[src/rtl/fwd_scoreboard_pkg.sv]
// Shared definitions for the forwarding scoreboard: default widths, the
// per-entry status flags and a small population-count helper.
package fwd_scoreboard_pkg;

    localparam int WORD_SIZE_DEF  = 16;
    localparam int REG_ADDR_W_DEF = 2;
    localparam int DEPTH_MAX      = 8;

    // Status bits carried by every in-flight entry alongside its address and value.
    typedef struct packed {
        logic valid;   // entry holds a real register-writing instruction
        logic load;    // result comes from memory rather than stage 0
        logic have;    // value field already holds the final result
    } entry_flags_t;

    // Number of set bits in an 8-bit vector; DEPTH never exceeds 8.
    function automatic logic [3:0] popcount8(input logic [7:0] bits);
        logic [3:0] cnt;
        cnt = 4'd0;
        for (int i = 0; i < 8; i++) begin
            cnt = cnt + {3'b000, bits[i]};
        end
        return cnt;
    endfunction

endpackage

[src/rtl/fwd_lookup.sv]
// One read port of the scoreboard: finds the youngest in-flight producer of
// the requested register and either forwards its value or requests a stall.
module fwd_lookup
    import fwd_scoreboard_pkg::*;
#(
    parameter int WORD_SIZE  = WORD_SIZE_DEF,
    parameter int REG_ADDR_W = REG_ADDR_W_DEF,
    parameter int DEPTH      = 3,
    parameter bit FWD_EN     = 1'b1
) (
    input  logic [DEPTH-1:0]            valid,
    input  logic [DEPTH*REG_ADDR_W-1:0] addr,
    input  logic [DEPTH-1:0]            ready,
    input  logic [DEPTH*WORD_SIZE-1:0]  live,
    input  logic [REG_ADDR_W-1:0]       rd_addr,
    input  logic                        rd_used,
    input  logic [WORD_SIZE-1:0]        rf_data,
    output logic [WORD_SIZE-1:0]        rd_data,
    output logic                        fwd_hit,
    output logic                        stall
);

    logic                 found_s;
    logic                 hit_ready_s;
    logic [WORD_SIZE-1:0] hit_val_s;

    // Priority search: the lowest-index (youngest) matching entry wins.
    always_comb begin
        found_s     = 1'b0;
        hit_ready_s = 1'b0;
        hit_val_s   = {WORD_SIZE{1'b0}};
        for (int i = 0; i < DEPTH; i++) begin
            if (!found_s && valid[i] && (addr[i*REG_ADDR_W +: REG_ADDR_W] == rd_addr)) begin
                found_s     = 1'b1;
                hit_ready_s = ready[i];
                hit_val_s   = live[i*WORD_SIZE +: WORD_SIZE];
            end else begin
                found_s     = found_s;
            end
        end
    end

    // Operand selection and stall request for this port.
    always_comb begin
        rd_data = rf_data;
        fwd_hit = 1'b0;
        stall   = 1'b0;
        if (FWD_EN) begin
            if (found_s && hit_ready_s) begin
                rd_data = hit_val_s;
                fwd_hit = 1'b1;
            end else if (found_s) begin
                stall   = rd_used;
            end else begin
                rd_data = rf_data;
            end
        end else begin
            stall = found_s && rd_used;
        end
    end

endmodule

[src/rtl/fwd_scoreboard.sv]
// In-flight write tracker and operand forwarder sitting beside the register
// file in ID. One entry per post-decode stage shifts along with the pipeline;
// each read port looks up the youngest producer of its register.
module fwd_scoreboard
    import fwd_scoreboard_pkg::*;
#(
    parameter int WORD_SIZE  = WORD_SIZE_DEF,
    parameter int REG_ADDR_W = REG_ADDR_W_DEF,
    parameter int DEPTH      = 3,
    parameter int N_RD       = 2,
    parameter int LOAD_STAGE = 1,
    parameter bit FWD_EN     = 1'b1
) (
    input  logic                          clk,
    input  logic                          reset,
    input  logic                          advance,
    input  logic [DEPTH-1:0]              flush,
    input  logic                          issue_we,
    input  logic [REG_ADDR_W-1:0]         issue_addr,
    input  logic                          issue_load,
    input  logic [WORD_SIZE-1:0]          ex_result,
    input  logic [WORD_SIZE-1:0]          mem_result,
    input  logic [N_RD*REG_ADDR_W-1:0]    rd_addr,
    input  logic [N_RD-1:0]               rd_used,
    input  logic [N_RD*WORD_SIZE-1:0]     rf_data,
    output logic [N_RD*WORD_SIZE-1:0]     rd_data,
    output logic [N_RD-1:0]               fwd_hit,
    output logic                          stall,
    output logic [$clog2(DEPTH+1)-1:0]    inflight_cnt
);

    localparam int CNT_W = $clog2(DEPTH+1);

    entry_flags_t            flags_r     [DEPTH];
    logic [REG_ADDR_W-1:0]   addr_r      [DEPTH];
    logic [WORD_SIZE-1:0]    value_r     [DEPTH];
    logic [CNT_W-1:0]        inflight_cnt_r;

    entry_flags_t            flags_nxt_s [DEPTH];
    logic [REG_ADDR_W-1:0]   addr_nxt_s  [DEPTH];
    logic [WORD_SIZE-1:0]    value_nxt_s [DEPTH];
    logic [DEPTH-1:0]        valid_nxt_s;

    logic [WORD_SIZE-1:0]    live_s      [DEPTH];
    logic [DEPTH-1:0]        ready_s;
    logic [DEPTH-1:0]        valid_s;
    logic [DEPTH*REG_ADDR_W-1:0] addr_flat_s;
    logic [DEPTH*WORD_SIZE-1:0]  live_flat_s;
    logic [N_RD-1:0]         port_stall_s;
    logic                    stall_s;

    // Live value of each entry: captured value, else the producing stage's output.
    always_comb begin
        for (int i = 0; i < DEPTH; i++) begin
            live_s[i]  = value_r[i];
            ready_s[i] = 1'b0;
            if (flags_r[i].have) begin
                live_s[i]  = value_r[i];
                ready_s[i] = 1'b1;
            end else if (!flags_r[i].load && (i == 0)) begin
                live_s[i]  = ex_result;
                ready_s[i] = 1'b1;
            end else if (flags_r[i].load && (i == LOAD_STAGE)) begin
                live_s[i]  = mem_result;
                ready_s[i] = 1'b1;
            end else begin
                live_s[i]  = value_r[i];
                ready_s[i] = 1'b0;
            end
        end
    end

    // Flatten entry state for the per-port lookup instances.
    always_comb begin
        for (int i = 0; i < DEPTH; i++) begin
            valid_s[i]                                = flags_r[i].valid;
            addr_flat_s[i*REG_ADDR_W +: REG_ADDR_W]   = addr_r[i];
            live_flat_s[i*WORD_SIZE +: WORD_SIZE]     = live_s[i];
        end
    end

    // Next entry contents: shift or hold, capture live values, then apply flush.
    always_comb begin
        for (int i = 0; i < DEPTH; i++) begin
            flags_nxt_s[i] = flags_r[i];
            addr_nxt_s[i]  = addr_r[i];
            value_nxt_s[i] = value_r[i];
        end
        if (advance) begin
            // A stalled issue enters as a bubble.
            flags_nxt_s[0].valid = issue_we && !stall_s;
            flags_nxt_s[0].load  = issue_load;
            flags_nxt_s[0].have  = 1'b0;
            addr_nxt_s[0]        = issue_addr;
            value_nxt_s[0]       = {WORD_SIZE{1'b0}};
            for (int i = 1; i < DEPTH; i++) begin
                flags_nxt_s[i].valid = flags_r[i-1].valid;
                flags_nxt_s[i].load  = flags_r[i-1].load;
                flags_nxt_s[i].have  = ready_s[i-1];
                addr_nxt_s[i]        = addr_r[i-1];
                value_nxt_s[i]       = live_s[i-1];
            end
        end else begin
            // Holding: latch any result that is visible now so it survives producer changes.
            for (int i = 0; i < DEPTH; i++) begin
                flags_nxt_s[i].have = ready_s[i];
                value_nxt_s[i]      = live_s[i];
            end
        end
        for (int i = 0; i < DEPTH; i++) begin
            flags_nxt_s[i].valid = flags_nxt_s[i].valid & ~flush[i];
            valid_nxt_s[i]       = flags_nxt_s[i].valid;
        end
    end

    // Entry shift register and occupancy counter; reset overrides advance and flush.
    always_ff @(posedge clk) begin
        if (reset) begin
            for (int i = 0; i < DEPTH; i++) begin
                flags_r[i].valid <= 1'b0;
                flags_r[i].load  <= 1'b0;
                flags_r[i].have  <= 1'b0;
                addr_r[i]        <= {REG_ADDR_W{1'b0}};
                value_r[i]       <= {WORD_SIZE{1'b0}};
            end
            inflight_cnt_r <= {CNT_W{1'b0}};
        end else begin
            for (int i = 0; i < DEPTH; i++) begin
                flags_r[i] <= flags_nxt_s[i];
                addr_r[i]  <= addr_nxt_s[i];
                value_r[i] <= value_nxt_s[i];
            end
            inflight_cnt_r <= CNT_W'(popcount8(8'(valid_nxt_s)));
        end
    end

    for (genvar p = 0; p < N_RD; p++) begin : g_port
        fwd_lookup #(
            .WORD_SIZE  (WORD_SIZE),
            .REG_ADDR_W (REG_ADDR_W),
            .DEPTH      (DEPTH),
            .FWD_EN     (FWD_EN)
        ) u_lookup (
            .valid   (valid_s),
            .addr    (addr_flat_s),
            .ready   (ready_s),
            .live    (live_flat_s),
            .rd_addr (rd_addr[p*REG_ADDR_W +: REG_ADDR_W]),
            .rd_used (rd_used[p]),
            .rf_data (rf_data[p*WORD_SIZE +: WORD_SIZE]),
            .rd_data (rd_data[p*WORD_SIZE +: WORD_SIZE]),
            .fwd_hit (fwd_hit[p]),
            .stall   (port_stall_s[p])
        );
    end

    assign stall_s      = |port_stall_s;
    assign stall        = stall_s;
    assign inflight_cnt = inflight_cnt_r;

endmodule

[config.mk]
export PLATFORM = sky130hd
export DESIGN_NAME = fwd_scoreboard
export DESIGN_NICKNAME = d
export VERILOG_FILES = /design/src/rtl/fwd_scoreboard_pkg.sv /design/src/rtl/fwd_lookup.sv /design/src/rtl/fwd_scoreboard.sv
export SDC_FILE = /design/constraint.sdc
export NUM_CORES = 1
export LEC_CHECK = 0
export ABC_AREA = 1
export CELL_PAD_IN_SITES_DETAIL_PLACEMENT = 2
export CELL_PAD_IN_SITES_GLOBAL_PLACEMENT = 2
export CORE_UTILIZATION = 23
export CTS_CLUSTER_DIAMETER = 120
export DETAILED_ROUTE_END_ITERATION = 8
export PLACE_DENSITY = 0.82
export SYNTH_ARGS = -nofsm -noshare
export SYNTH_HDL_FRONTEND = slang
export SYNTH_SLANG_ARGS = --single-unit
[constraint.sdc]
create_clock -name clk -period 1.84 [get_ports clk]
set_clock_uncertainty 0.05 [all_clocks]
set_input_delay 0.184 -clock clk [delete_from_list [all_inputs] [get_ports clk]]
set_output_delay 0.184 -clock clk [all_outputs]
set_load 0.005 [all_outputs]
==> results.txt <==
Diodes inserted: 0
Clk_lat worst skew: 390 ps
HPWL after DPL: 13.5 mm
Initial Utilization: 0.236
PortBufs: 116
NumNets Final: 918
Leak: 3.39 nW
CP Launch Type: flop
Crit Path Class: flop to primary output
Synth unique cells: 31
Sw Share: 0.338
Maximum clock rate: 401 MHz
CP Max Fanout: 8
Slew Limit Fails: 0
Seq cells post-synth: 64
CTS sink cnt: 64
Drt first pass iters: 4
Global Route Usage Sum: 0.337
Synth Cell Area: 3770 um^2
Drt first-iter violations: 287
Die Area: 16,900 um^2
Final min period: 2500 ps
Sum Neg Setup Slack: -19,980 ps
Layout cells sized above 1: 0.596
Fin Hold WS: 403 ps
First-pass GRT wire length: 40.2 mm
Max_slew headroom: 0.647
Slew @ Worst Pin: 529 ps
CTS tree: yes
Logic gate share of total power: 0.303
FF-to-FF setup slack: -620 ps
Sequential share of the synthesized area: 0.340
Vias in the first global route: 6,180
Violated checks: setup timing
H-tree depth: 3
Cell count after placement: 930
MaxCap Viol Count: 0
Worst hold path class: primary input to flop
Largest net degree at the start of global routing: 40
RSZ-0062 raised after global routing: yes
Row count: 46
Syn Inst Count: 532
Final worst slack: -656 ps
CP Capture Type: primary output
Die H: 130 um
Clock-pin slew on the worst setup and hold paths: 60 ps
Post-DRT Antenna Nets: 0
Post-synthesis async set-or-reset flop share: 0
Worst Path Required: 1610 ps
Cts bufs inserted: 9
Status: finished with violations
IO Pins: 117
Syn nets: 613
Final Instance Area: 8470 um^2
Total grt overflow: 0
Final period util: 1.36
WL per Instance: 31.4 um
Die X: 130 um
Commonest non-fill, non-tap cell in the layout: buf_4
Clock Root Buffer: clkbuf_16
Warnings from Yosys: 0
Longest Clk Path Bufs: 2
Area after DPL: 5810 um^2
Final Hold Vio Count: 0
Register Area: 1300 um^2
Antenna violations before repair: 0
Worst VDD drop: 0.653 mV
Clk pwr share: 0.397
Area of the multi-input gates: 3310 um^2
Crit path DAT: 2260 ps
Core area: 15,900 um^2
Detailed Route WL: 33.1 mm
DRC: 0
Total power: 5.07 mW
Via/cell ratio: 5.32
Final std cells w/o fill: 1,057
Synthesized area per cell: 7.09 um^2
Power Density: 598 nW/um^2
Area growth syn-to-layout: 125%
# setup viols final: 38
Cell Int Power: 3.35 mW
Main synth FF type: dfxtp_1
NetSw: 1.71 mW
Vias: 5,622
Fillers: 1,693
Post-place setup slack: -970 ps
CTS Hold Bufs: 0
Final core occ: 0.531
Most frequent cells in the layout: 127 x buf_4, 77 x clkdlybuf4s50_1, 57 x nor2_1
Gpl congestion: 0.843
Sequential Power Share: 0.300
Post-synth EDFFs: 0
==> final cells by class <==
type | instances | area share
clock inverter | 4 | 0.00827
tap | 216 | 0.0319
inverter | 61 | 0.0297
multi-input combinational | 381 | 0.391
timing repair inverter | 3 | 0.00620
clock buffer | 11 | 0.0275
timing repair buffer | 317 | 0.351
sequential | 64 | 0.154
==> flip-flops by register name, indices dropped and copies added, names as in the netlist <==
register,count
value_r,48
flags_r,8
inflight_cnt,2
addr_r,6
==> final timing paths <==
check / startpoint / depth (start not counted) / endpoint
max: flags_r[0][4]$_SDFFE_PP0P_ / 8 / rd_data[28]
min: flush[1] / 2 / flags_r[0][5]$_SDFF_PP0_
max reg2reg: addr_r[0][0]$_SDFFE_PP0P_ / 16 / inflight_cnt[0]$_SDFF_PP0_
min reg2reg: value_r[0][39]$_SDFFE_PP0P_ / 2 / value_r[0][39]$_SDFFE_PP0P_
==> worst max-delay path: stages, from the launching register on <==
cell	delay, ps
dfxtp_2	370
inv_2	50
or2_4	310
buf_12	170
o21ai_2	430
o22ai_2	120
nor2_1	160
a21oi_1	120
buf_2	140
==> cells in the mapped netlist (11+ instances only) <==
cell type,count,area [um^2]
nand2_1,64,240
inv_1,58,218
buf_6,12,135
a21oi_1,20,100
o21ai_1,13,65.1
mux2i_1,16,160
dfxtp_1,64,1280
o22ai_1,54,338
nor2_1,123,462
o21ai_2,18,158
nand3_1,19,95.1
nor3_1,11,55.1
==> power groups by stage <==
stage	clock network, mW	logic, mW	registers, mW
after global placement	0	0.981	1.52
after CTS	1.88	1.23	1.50
final	2.01	1.53	1.52
after floorplan	0	0.388	1.51
after global routing	2.07	1.58	1.52
after detailed placement	0	1.03	1.52
==> layer usage <==
metal / vias up / wire, um / global-route usage
met5: - / 0 / 0
met4: 0 / 2180 / 0.192
met3: 123 / 1910 / 0.0816
met2: 314 / 16700 / 0.617
met1: 2811 / 12300 / 0.352
li1: 2374 / - / -
==> logic make-up after synthesis <==
family                   count (synthesis)  share of synthesized area
buffers and inverters                   93                      0.125
adder cells (fa/ha/maj)                  1                    0.00531
XOR/XNOR                                 2                    0.00465
AO/OA/AOI/OAI                          110                      0.182
flip-flops                              64                      0.340
multiplexers                            16                     0.0425
AND/OR/NAND/NOR                        246                      0.300
==> timing repair <==
| item | CTS | global route |
|---|---|---|
| buffers inserted | 80 | 36 |
| cloned | 10 | 1 |
| pin swaps | 64 | 79 |
| resized for setup | 361 | 168 |
| setup endpoints to repair | 38 | 38 |
No activity file was read; power rests on OpenSTA's default activity.
